$ cat config.mk
export PLATFORM = sky130hd
export DESIGN_NAME = seq_divider
export DESIGN_NICKNAME = d
export VERILOG_FILES = /design/src/rtl/div_pkg.sv /design/src/rtl/div_step.sv /design/src/rtl/seq_divider.sv
export SDC_FILE = /design/constraint.sdc
export NUM_CORES = 1
export LEC_CHECK = 0
export CORE_MARGIN = 2
export CORE_UTILIZATION = 34
export CTS_BUF_LIST = sky130_fd_sc_hd__clkbuf_4
export CTS_CLUSTER_DIAMETER = 60
export DETAILED_ROUTE_END_ITERATION = 8
export GPL_TIMING_DRIVEN = 1
export PLACE_DENSITY = 0.6
export SLEW_MARGIN = 20
export SYNTH_ARGS = -nofsm -noshare
export SYNTH_HDL_FRONTEND = slang
export SYNTH_SLANG_ARGS = --single-unit
export TNS_END_PERCENT = 1
$ cat constraint.sdc
create_clock -name clk -period 11.7 [get_ports clk]
set_clock_uncertainty 0.15 [all_clocks]
set_input_delay 1.755 -clock clk [delete_from_list [all_inputs] [get_ports clk]]
set_output_delay 1.755 -clock clk [all_outputs]
set_load 0.005 [all_outputs]
$ cat src/rtl/div_pkg.sv
// Shared types and helpers for the sequential restoring divider.
package div_pkg;

    typedef enum logic [1:0] {
        IDLE = 2'd0,
        RUN  = 2'd1,
        DONE = 2'd2
    } state_e;

    // Iteration counter width; it only has to reach WIDTH_P-1.
    function automatic int cnt_w(input int width);
        return $clog2(width);
    endfunction

endpackage

$ cat src/rtl/div_step.sv
// One combinational shift-subtract iteration of the restoring divider.
module div_step #(
    parameter int WIDTH_P = 32
) (
    input  logic [WIDTH_P:0]   p_i,
    input  logic [WIDTH_P-1:0] q_i,
    input  logic [WIDTH_P-1:0] divisor_i,
    output logic [WIDTH_P:0]   p_o,
    output logic [WIDTH_P-1:0] q_o
);

    logic [WIDTH_P:0] shifted;
    logic [WIDTH_P:0] diff;
    logic             ge;

    assign shifted = {p_i[WIDTH_P-1:0], q_i[WIDTH_P-1]};
    assign diff    = shifted - {1'b0, divisor_i};
    // A set top bit would mean the shift overflowed, which always exceeds the divisor.
    assign ge      = p_i[WIDTH_P] | (shifted >= {1'b0, divisor_i});

    always_comb begin
        p_o = shifted;
        q_o = {q_i[WIDTH_P-2:0], 1'b0};
        if (ge) begin
            p_o = diff;
            q_o = {q_i[WIDTH_P-2:0], 1'b1};
        end
    end

endmodule

$ cat src/rtl/seq_divider.sv
// Sequential unsigned restoring divider: one quotient bit per clock, done pulse on completion.
module seq_divider
    import div_pkg::*;
#(
    parameter int WIDTH_P = 32
) (
    input  logic               clk,
    input  logic               reset,
    input  logic               flush,
    input  logic               start,
    input  logic [WIDTH_P-1:0] dividend,
    input  logic [WIDTH_P-1:0] divisor,
    output logic               busy,
    output logic               done,
    output logic [WIDTH_P-1:0] quotient,
    output logic [WIDTH_P-1:0] remainder,
    output logic               div_by_zero
);

    localparam int CNT_W = cnt_w(WIDTH_P);
    localparam logic [CNT_W-1:0] LAST_CNT = CNT_W'(WIDTH_P - 1);

    state_e             state_q;
    logic [CNT_W-1:0]   cnt_q;
    logic [WIDTH_P:0]   p_q, p_d;
    logic [WIDTH_P-1:0] q_q, q_d;
    logic [WIDTH_P-1:0] dvsr_q;
    logic [WIDTH_P-1:0] quot_q, rem_q;
    logic               busy_q, done_q, dbz_q;

    div_step #(.WIDTH_P(WIDTH_P)) u_step (
        .p_i       (p_q),
        .q_i       (q_q),
        .divisor_i (dvsr_q),
        .p_o       (p_d),
        .q_o       (q_d)
    );

    always_ff @(posedge clk or posedge reset) begin
        if (reset) begin
            state_q <= IDLE;
            cnt_q   <= '0;
            p_q     <= '0;
            q_q     <= '0;
            dvsr_q  <= '0;
            quot_q  <= '0;
            rem_q   <= '0;
            busy_q  <= 1'b0;
            done_q  <= 1'b0;
            dbz_q   <= 1'b0;
        end else if (flush) begin
            state_q <= IDLE;
            cnt_q   <= '0;
            quot_q  <= '0;
            rem_q   <= '0;
            busy_q  <= 1'b0;
            done_q  <= 1'b0;
            dbz_q   <= 1'b0;
        end else begin
            case (state_q)
                IDLE, DONE: begin
                    state_q <= IDLE;
                    done_q  <= 1'b0;
                    if (start) begin
                        if (divisor == '0) begin
                            // Zero divisor short-circuits straight to a result.
                            state_q <= DONE;
                            done_q  <= 1'b1;
                            quot_q  <= '1;
                            rem_q   <= dividend;
                            dbz_q   <= 1'b1;
                        end else begin
                            state_q <= RUN;
                            busy_q  <= 1'b1;
                            dbz_q   <= 1'b0;
                            dvsr_q  <= divisor;
                            p_q     <= '0;
                            q_q     <= dividend;
                            cnt_q   <= '0;
                        end
                    end
                end
                RUN: begin
                    p_q   <= p_d;
                    q_q   <= q_d;
                    cnt_q <= cnt_q + CNT_W'(1);
                    if (cnt_q == LAST_CNT) begin
                        state_q <= DONE;
                        busy_q  <= 1'b0;
                        done_q  <= 1'b1;
                        quot_q  <= q_d;
                        rem_q   <= p_d[WIDTH_P-1:0];
                    end
                end
                default: begin
                    state_q <= IDLE;
                    busy_q  <= 1'b0;
                    done_q  <= 1'b0;
                end
            endcase
        end
    end

    assign busy        = busy_q;
    assign done        = done_q;
    assign quotient    = quot_q;
    assign remainder   = rem_q;
    assign div_by_zero = dbz_q;

endmodule
==> flow_summary_export.csv, run 1 <==
group,metric,value,unit
global_route,grt_pass1_wl,44800,um
timing,period_share,40.4,%
power_and_ir_drop,swShare,46.0,%
detailed_routing,postRouteAntennaNets,0,
synthesis,muxShareOfSynthArea,6.31,%
synthesis,syn_area_per_cell,9.06,um2
detailed_routing,drt_iter0_drc,692,
clock_tree,cts_hold_buf,0,
global_route,grt_usage,18.8,%
floorplan,die_w,173,um
synthesis,synth-seq-cells,170,
power_and_ir_drop,power_switching,1140,uW
final_layout,final_nets,1265,
critical_path,cp.arrival,5.06,ns
detailed_routing,finalWirelength,28300,um
detailed_routing,avgRoutedWirePerCell,18.2,um
min_path,hp-start,"cnt_q[3]",
placement,io_buffers,134,
critical_path,cp-end-kind,"flip-flop",
clock_tree,clock-sinks,170,
min_path,hold_path_class,"flip-flop to flip-flop",
critical_path,crit_chain,"clkdlybuf4s50_1 > nor4_1 > nand4_1 > or3_1 > nand2_1 > nand2_1 > o21ai_0",
power_and_ir_drop,p_int,1340,uW
synthesis,synthAdderAreaFrac,4.58,%
min_path,min_to,"cnt_q[3]",
final_layout,area_delta_synth_final,19.3,%
final_layout,drive_gt1_share,7.83,%
critical_path,start_kind,"primary input",
job,drv_cap,0,
timing,fmax,0.212,GHz
clock_tree,cts_root_buf,"clkbuf_4",
detailed_routing,dr.pass1.iters,5,
clock_tree,clockBufferDepth,2,
timing,relSlewSlack,32.4,%
timing,fin_tns_setup,0,ns
synthesis,synth.top_cells.by_area,"dfrtp_1 (44%), nand2_1 (6.1%), ha_1 (4.4%)",
final_layout,final_cells,1554,
floorplan,die_h,173,um
synthesis,ys_seq_area_share,43.8,%
critical_path,reg2reg_to,"remainder[14]",
synthesis,synth-compound-area-share,19.6,%
min_path,hold_depth,1,
critical_path,worst-path-buf-inv,1,
critical_path,timing.rr.start,"p_q[29]",
synthesis,synth_edf_count,0,
critical_path,path_class,"primary input to flip-flop",
global_route,antenna_found_initial,1,
detailed_routing,vias_per_cell,5.34,
clock_tree,h-tree-depth,4,
synthesis,yosysWarningCount,0,
clock_tree,cts_setup_buffers,0,
placement,dp_cells,1521,
placement,dpl.hpwl,20300,um
clock_tree,cts_tree,"built",
critical_path,slowest_stage,"or3_1",
critical_path,critPathTopFamily,"simple AND/OR/NAND/NOR gates",
timing,tightest_slew,1.01,ns
timing,finalSetupViolations,0,
global_route,grt-ovfl-total,0,
critical_path,critPathMostFrequentCell,"nand2_1",
power_and_ir_drop,power_density,214,nW/um2
power_and_ir_drop,p_clk_share,14.4,%
final_layout,final_area,11600,um2
synthesis,syn_inst,1073,
status,status,"complete, no violations",
clock_tree,path_clk_slew,0.20,ns
global_route,grt_pass1_vias,7881,
synthesis,synthesis.area,9720,um2
clock_tree,clkLatencyLatePin,0.59,ns
timing,slew_violations,0,
floorplan,io_pins,135,
critical_path,r2r_cells,12,
synthesis,synth_xor_area_share,2.43,%
timing,fin_crit,4.72,ns
synthesis,yosys.area_share.simple,18.0,%
floorplan,design.core.area,27900,um2
floorplan,die_area,30000,um2
synthesis,synth_top_family_by_area,"compound AO/OA/AOI/OAI gates",
placement,gp_congestion,0.860,
floorplan,start_util,34.8,%
placement,dpl_cell_area,11300,um2
synthesis,synth_flop_cell,"dfrtp_1",
critical_path,max_stage_delay,0.71,ns
power_and_ir_drop,leakagePower,0.00496,uW
detailed_routing,vias,8292,
synthesis,synth_top_cell_area_share,43.8,%
clock_tree,cts_resized,0,
critical_path,worstPathMaxFanout,20,
power_and_ir_drop,ir_drop,0.0000921,V
power_and_ir_drop,power_frac_seq,33.6,%
clock_tree,cts_buffers,17,
floorplan,row_count,61,
synthesis,synth_nets,1176,
critical_path,rrSetupSlack,7.72,ns
detailed_routing,drc,0,
synthesis,yosysTopAreaCell,"dfrtp_1",
global_route,grt_start_max_net_pins,91,
synthesis,post_synth_num_cell_types,66,
timing,rsz0062_at_grt,"false",
final_layout,fill_cells,2860,
power_and_ir_drop,p_total,2490,uW
synthesis,synthArstFlopShare,100,%
timing,finalHoldViolCount,0,
critical_path,crit_required,12.04,ns
power_and_ir_drop,comb_power_share,51.9,%
[how the worst max path moves through the flow]
stage                     depth (start not counted)   startpoint             to  slack (ns)
after floorplan                                   1        reset           busy        5.19
after global placement                            7  divisor[28]  remainder[27]        6.35
after detailed placement                          7  divisor[28]  remainder[27]        6.24
after CTS                                         7  divisor[28]  remainder[27]        6.87
after global routing                              7  divisor[28]   remainder[7]        6.62
final                                             7  divisor[28]   remainder[7]        6.98
[area by class of cell]
class | instances | area (um2) | share of cell area (%)
Antenna cell | 1 | 2.50 | 0.0216
Multi-Input combinational cell | 784 | 4980 | 42.9
Clock buffer | 17 | 128 | 1.10
Inverter | 45 | 174 | 1.50
Sequential cell | 170 | 4250 | 36.7
Clock inverter | 15 | 174 | 1.50
Tap cell | 378 | 473 | 4.08
Timing Repair Buffer | 144 | 1420 | 12.2
[logic make-up after synthesis]
kind of cell	after synthesis
AO/OA/AOI/OAI	290
buffers and inverters	119
flip-flops	170
adder cells (fa/ha/maj)	35
AND/OR/NAND/NOR	375
XOR/XNOR	27
multiplexers	57
[cells in the mapped netlist (all sizes together), types with 2 or more instances]
cell type and n:
and4 5, o21bai 7, a311oi 5, nor3 15, xnor2 19, o31ai 40, o2111ai 2, a21oi 66
and3 9, nor2 96, nand2b 5, nor2b 4, dfrtp 170, o21ai 69, clkbuf 62, inv 45
xor2 8, a211o 2, o41ai 5, mux2 34, a21o 14, a31oi 37, o211ai 3, a41o 2
nand2 158, a22o 8, a211oi 10, mux2i 23, a41oi 4, o21a 5, and2 11, nor4 14
nand3 20, ha 34, buf 12, nor4b 18, nand4 11, a2111oi 2, o2bb2ai 2, or3 4
[registers in the layout (all words and copies together) (netlist names)]
register / count
p_q: 33
dvsr_q: 32
q_q: 32
quotient: 32
remainder: 32
cnt_q: 5
state_q: 2
busy: 1
div_by_zero: 1
[through the flow]
| stage | hold slack, ns | worst slack [ns] | utilization [%] |
|---|---|---|---|
| CTS | 0.348 | 6.87 | 41.5 |
| global placement | 0.313 | 6.35 | 40.4 |
| global route | 0.376 | 6.62 | 41.5 |
| finish | 0.345 | 6.98 | 41.5 |
| detailed placement | 0.316 | 6.24 | 40.4 |
| floorplan | 0.293 | 5.19 | - |
[cell usage in the layout, fill, tap and decap left out, types with 30 or more instances in the layout]
cell,n
mux2_2,34
nand2_1,157
a31oi_1,37
a21oi_1,64
o31ai_1,40
dfrtp_1,170
ha_1,34
o21ai_1,30
clkdlybuf4s50_1,133
o21ai_0,39
inv_1,44
nor2_1,95
[metal layers]
layer  wire, um  track usage [%]  part of all wire (%)  vias to the layer above
li1           -                -                     -                     4028
met1      14400             28.4                    51                     4005
met2      12000             28.2                    42                      245
met3       1590             3.41                   5.6                       14
met4        235             3.00                  0.83                        0
met5          0                0                     0                        -
[power groups by stage]
stage	Clock (uW)	Sequential (uW)	Combinational (uW)
4_1_cts	367	834	1280
5_1_grt	394	854	1420
2_1_floorplan	0	805	958
3_5_place_dp	0	847	1280
6_report	359	836	1290
3_3_place_gp	0	844	1270
(Power assumes the default switching activity.)
==> inputs of run 2 (changes only) <==
Settings changed: PLACE_DENSITY 0.6 to 0.62.
Clock period 11.7 ns to 4.2 ns, I/O delays scaled along.
==> run 2 against run 1 <==
Combinational power rose to 2.9 times the previous value. Critical endpoint is now remainder[29]. Non-clock buffer count increased by 14. Critical path type is now flip-flop to flip-flop. Cell count up 0.90%. Sequential share of layout area decreased by 0.47 points. First-iteration DRC count rose by 17%. Critical path depth up 4. Sequential power grew to 2.8 times the previous value.
==> flow_summary_export.csv, run 2 (synthesis gave the netlist of run 1 again) <==
group,metric,value,unit
final_layout,top_register,"p_q",
floorplan,io_pins,135,
floorplan,die_w,173,um
critical_path,crit_required,4.56,ns
critical_path,timing.rr.start,"p_q[19]",
critical_path,max_stage_delay,0.53,ns
critical_path,rrSetupSlack,0.51,ns
detailed_routing,dr.pass1.iters,5,
final_layout,final_cell_mix,"dfrtp_1 (170), nand2_1 (157), clkdlybuf4s50_1 (133)",
placement,gp_congestion,0.888,
final_layout,area_delta_synth_final,20.9,%
critical_path,start_kind,"flip-flop",
critical_path,worst-path-buf-inv,1,
floorplan,row_count,61,
critical_path,reg2reg_to,"remainder[29]",
clock_tree,cts_hold_buf,0,
global_route,grt_pass1_wl,45800,um
critical_path,r2r_cells,11,
critical_path,cp-end-kind,"flip-flop",
floorplan,design.core.area,27900,um2
timing,relSlewSlack,46.8,%
clock_tree,cts_tree,"built",
timing,rsz0062_at_grt,"false",
detailed_routing,avgRoutedWirePerCell,18.6,um
final_layout,final_common_cell,"dfrtp_1",
floorplan,die_area,30000,um2
floorplan,die_h,173,um
power_and_ir_drop,power_frac_seq,33.0,%
detailed_routing,finalWirelength,29200,um
timing,fmax,0.271,GHz
global_route,grt_usage,19.3,%
final_layout,largest_reg_flops,33,
power_and_ir_drop,ir_drop,0.000294,V
power_and_ir_drop,p_total,7070,uW
critical_path,cp.depth,11,
global_route,grt-ovfl-total,0,
power_and_ir_drop,p_int,3790,uW
power_and_ir_drop,swShare,46.3,%
timing,finalHoldViolCount,0,
clock_tree,cts_root_buf,"clkbuf_4",
global_route,antenna_found_initial,1,
critical_path,path_class,"flip-flop to flip-flop",
placement,io_buffers,134,
critical_path,critPathTopFamily,"simple AND/OR/NAND/NOR gates",
detailed_routing,vias,8517,
power_and_ir_drop,power_density,602,nW/um2
timing,fin_tns_setup,0,ns
floorplan,start_util,34.8,%
job,drv_cap,0,
detailed_routing,drc,0,
status,status,"complete, no violations",
critical_path,worstPathMaxFanout,16,
timing,slew_violations,0,
detailed_routing,vias_per_cell,5.43,
timing,period_share,87.9,%
min_path,hold_path_class,"primary input to asynchronous set/reset pin",
clock_tree,cts_buffers,17,
critical_path,slowest_stage,"nor2_4",
power_and_ir_drop,p_clk_share,14.4,%
timing,fin_crit,3.69,ns
clock_tree,path_clk_slew,0.19,ns
clock_tree,cts_setup_buffers,0,
power_and_ir_drop,comb_power_share,52.5,%
clock_tree,cts_resized,0,
final_layout,fill_cells,2842,
final_layout,final_nets,1279,
power_and_ir_drop,power_switching,3280,uW
critical_path,crit_chain,"ha_1 > nand2_1 > o21ai_1 > nor3_1 > and3_1 > nor3_4 > a2111oi_4 > nor2_4 > buf_4 > a21oi_1 > o41ai_1",
global_route,grt_start_max_net_pins,76,
global_route,grt_pass1_vias,7922,
clock_tree,h-tree-depth,4,
power_and_ir_drop,leakagePower,0.00504,uW
clock_tree,clockBufferDepth,2,
critical_path,cp.arrival,4.05,ns
clock_tree,clock-sinks,170,
detailed_routing,postRouteAntennaNets,0,
detailed_routing,drt_iter0_drc,813,
placement,dpl.hpwl,21500,um
timing,tightest_slew,0.796,ns
timing,finalSetupViolations,0,
final_layout,drive_gt1_share,8.92,%
clock_tree,clkLatencyLatePin,0.60,ns
[run 2: changes by cell type in the layout (fill, tap and decap cells not counted)]
cell	previous run	this run
buf_4	9	19
buf_12	0	5
nand2_4	1	0
clkinvlp_4	0	1
clkinv_1	1	0
inv_8	4	5
nand2b_2	2	1
clkinv_2	0	1
inv_6	4	3
clkinv_8	5	4
nand2_2	0	1
buf_6	1	0
nand2b_1	3	4
[run 2: how the worst max path moves through the flow]
stage | startpoint | endpoint | slack [ns]
final | p_q[19] | remainder[29] | 0.51
after global routing | p_q[19] | remainder[3] | 0.31
after CTS | p_q[19] | p_q[4] | 0.56
after detailed placement | divisor[30] | remainder[16] | 0.49
after global placement | divisor[4] | remainder[16] | 0.51
after floorplan | reset | busy | 1.25
[run 2: metal layers]
layer,GRT usage [%],up-vias,share of wire (%)
li1,-,4056,-
met1,29.9,4118,50
met2,27.9,322,42
met3,3.78,21,6.9
met4,3.53,0,1.1
met5,0,-,0
[run 2: final cells by class]
| cell class | count | area, um2 | share of cell area, % |
|---|---|---|---|
| clock buffer | 17 | 128 | 1.09 |
| sequential | 170 | 4250 | 36.2 |
| inverter | 45 | 173 | 1.47 |
| antenna | 1 | 2.50 | 0.0213 |
| clock inverter | 15 | 170 | 1.45 |
| tap | 378 | 473 | 4.03 |
| multi-input combinational | 784 | 4970 | 42.3 |
| timing repair buffer | 158 | 1580 | 13.4 |
[run 2: stage by stage]
step / hold slack (ns) / utilization (%) / instance area (um2) / setup WS, ns / std cells
after floorplan: 0.293 / - / 9720 / 1.25 / 1073
after global placement: 0.312 / 41.0 / 11400 / 0.508 / 1535
after detailed placement: 0.316 / 41.0 / 11400 / 0.485 / 1535
after CTS: 0.342 / 42.1 / 11700 / 0.555 / 1567
after global routing: 0.348 / 42.1 / 11800 / 0.307 / 1568
final: 0.337 / 42.1 / 11800 / 0.508 / 1568
[run 2: power groups by stage]
| stage | Clock [uW] | Sequential (uW) | Combinational, uW |
|---|---|---|---|
| after detailed placement | 0 | 2360 | 3660 |
| after global placement | 0 | 2350 | 3640 |
| after CTS | 1030 | 2330 | 3670 |
| after floorplan | 0 | 2240 | 2670 |
| after global routing | 1110 | 2380 | 4070 |
| final | 1020 | 2340 | 3720 |
==> inputs of run 3 (changes only) <==
Settings changed: CORE_MARGIN 2 to default.
==> run 3 against run 2 <==
Sequential power about the same. Clock-buffer cell count is 1 higher. Combinational power decreased by 2%. Register-to-register slack better by 0.05 ns. Non-clock buffer count down 1. Largest power group unchanged. Global-route usage grew 1.1 points. Worst setup slack gained 0.049 ns. Routed wire length decreased by 0.87%. Cell count about the same. Power decreased by 0.78%.
==> flow_summary_export.csv, run 3 (synthesis gave the netlist of run 1 again) <==
group,metric,value,unit
status,status,"complete, no violations",
detailed_routing,finalWirelength,28900,um
timing,fin_crit,3.64,ns
global_route,grt_pass1_vias,8108,
critical_path,crit_start,"p_q[10]",
global_route,grt_start_max_net_pins,75,
clock_tree,cts_hold_buf,0,
power_and_ir_drop,p_clk_share,14.3,%
critical_path,path_class,"flip-flop to flip-flop",
final_layout,top_register,"p_q",
power_and_ir_drop,power_density,600,nW/um2
timing,hold_ws,0.182,ns
power_and_ir_drop,power_switching,3170,uW
global_route,grt_pass1_wl,46000,um
power_and_ir_drop,p_total,7010,uW
placement,dpl.hpwl,21700,um
power_and_ir_drop,comb_power_share,52.1,%
timing,relSlewSlack,50.1,%
timing,slew_violations,0,
floorplan,io_pins,135,
floorplan,design.core.area,27900,um2
detailed_routing,drt_iter0_drc,842,
global_route,grt-ovfl-total,0,
detailed_routing,postRouteAntennaNets,0,
clock_tree,h-tree-depth,4,
floorplan,die_area,29300,um2
critical_path,cp-end-kind,"flip-flop",
timing,setup_slack,0.557,ns
final_layout,final_common_cell,"dfrtp_1",
timing,finalSetupViolations,0,
final_layout,final_cells,1567,
floorplan,die_h,171,um
final_layout,area_delta_synth_final,20.3,%
placement,io_buffers,134,
clock_tree,cts_buffers,17,
power_and_ir_drop,ir_drop,0.000244,V
global_route,antenna_found_initial,1,
global_route,grt_usage,20.4,%
power_and_ir_drop,leakagePower,0.00501,uW
detailed_routing,dr.pass1.iters,5,
final_layout,final_nets,1278,
critical_path,start_kind,"flip-flop",
clock_tree,clock-sinks,170,
min_path,hold_path_class,"primary input to asynchronous set/reset pin",
clock_tree,cts_setup_buffers,0,
placement,dp_cells,1534,
timing,fin_tns_setup,0,ns
final_layout,final_cell_mix,"dfrtp_1 (170), nand2_1 (157), clkdlybuf4s50_1 (133)",
power_and_ir_drop,swShare,45.2,%
clock_tree,clockBufferDepth,2,
placement,gp_congestion,0.865,
critical_path,crit_required,4.57,ns
placement,pre_cts_ws,0.500,ns
clock_tree,clkLatencyLatePin,0.60,ns
power_and_ir_drop,power_frac_seq,33.6,%
power_and_ir_drop,p_int,3840,uW
floorplan,die_w,171,um
critical_path,cp.arrival,4.01,ns
critical_path,timing.rr.start,"p_q[10]",
final_layout,drive_gt1_share,8.75,%
clock_tree,cts_root_buf,"clkbuf_4",
clock_tree,cts_tree,"built",
detailed_routing,avgRoutedWirePerCell,18.5,um
floorplan,row_count,61,
timing,fmax,0.274,GHz
detailed_routing,vias,8420,
timing,finalHoldViolCount,0,
detailed_routing,drc,0,
detailed_routing,vias_per_cell,5.37,
timing,period_share,86.7,%
timing,rsz0062_at_grt,"false",
clock_tree,cts_resized,0,
final_layout,largest_reg_flops,33,
floorplan,start_util,34.8,%
critical_path,worstPathMaxFanout,10,
job,drv_cap,0,
timing,tightest_slew,0.749,ns
clock_tree,path_clk_slew,0.18,ns
-- run 3: cell types whose count changed in the layout (fill, tap and decap cells not counted), sizes merged --
cell	previous run	this run
clkbuf	17	18
clkinv	7	1
buf	25	24
clkinvlp	1	4
bufinv	0	1
inv	52	53
-- run 3: worst max-delay path, cell delays in order, from the launching register on --
cell      delay [ns]
dfrtp_1         0.50
ha_1            0.43
o21ai_1         0.20
a211oi_1        0.12
o31ai_1         0.53
nor3_4          0.12
a211o_1         0.37
a21oi_4         0.36
buf_4           0.26
mux2_2          0.36
o21ai_0         0.16
-- run 3: routing by layer --
layer | vias up | global-route usage (%) | share of wire (%)
met2 | 291 | 30.5 | 43
met1 | 4061 | 30.8 | 50
li1 | 4055 | - | -
met3 | 13 | 3.86 | 6.5
met5 | - | 0 | 0
met4 | 0 | 2.91 | 0.67
-- run 3: worst paths after layout --
kind / end / slack [ns] / cells after the start
max in group asynchronous: dvsr_q[2] / 2.73 / 3
worst max-delay path: remainder[30] / 0.56 / 10
worst min register to register: quotient[16] / 0.34 / 2
min in group clk: quotient[16] / 0.34 / 2
worst min-delay path: quotient[7] / 0.18 / 2
worst max register to register: remainder[30] / 0.56 / 10
-- run 3: cell type report --
| type | instances | area (um2) |
|---|---|---|
| clock inverter | 14 | 150 |
| antenna | 1 | 2.50 |
| clock buffer | 18 | 135 |
| multi-input combinational | 784 | 4970 |
| timing repair buffer | 157 | 1530 |
| fill | 2802 | 16200 |
| sequential | 170 | 4250 |
| tap | 378 | 473 |
| inverter | 45 | 173 |
-- run 3: per-stage QoR --
stage / instance area, um2 / util [%]
final: 11700 / 41.9
after global routing: 11700 / 41.9
after CTS: 11700 / 41.8
after detailed placement: 11400 / 40.8
after global placement: 11400 / 40.8
after floorplan: 9720 / -
-- run 3: power by group through the flow --
stage	clock network [uW]	logic, uW	registers, uW
floorplan	0	2670	2240
global placement	0	3590	2370
CTS	1030	3620	2350
global route	1100	4020	2400
finish	1000	3660	2360
detailed placement	0	3610	2380
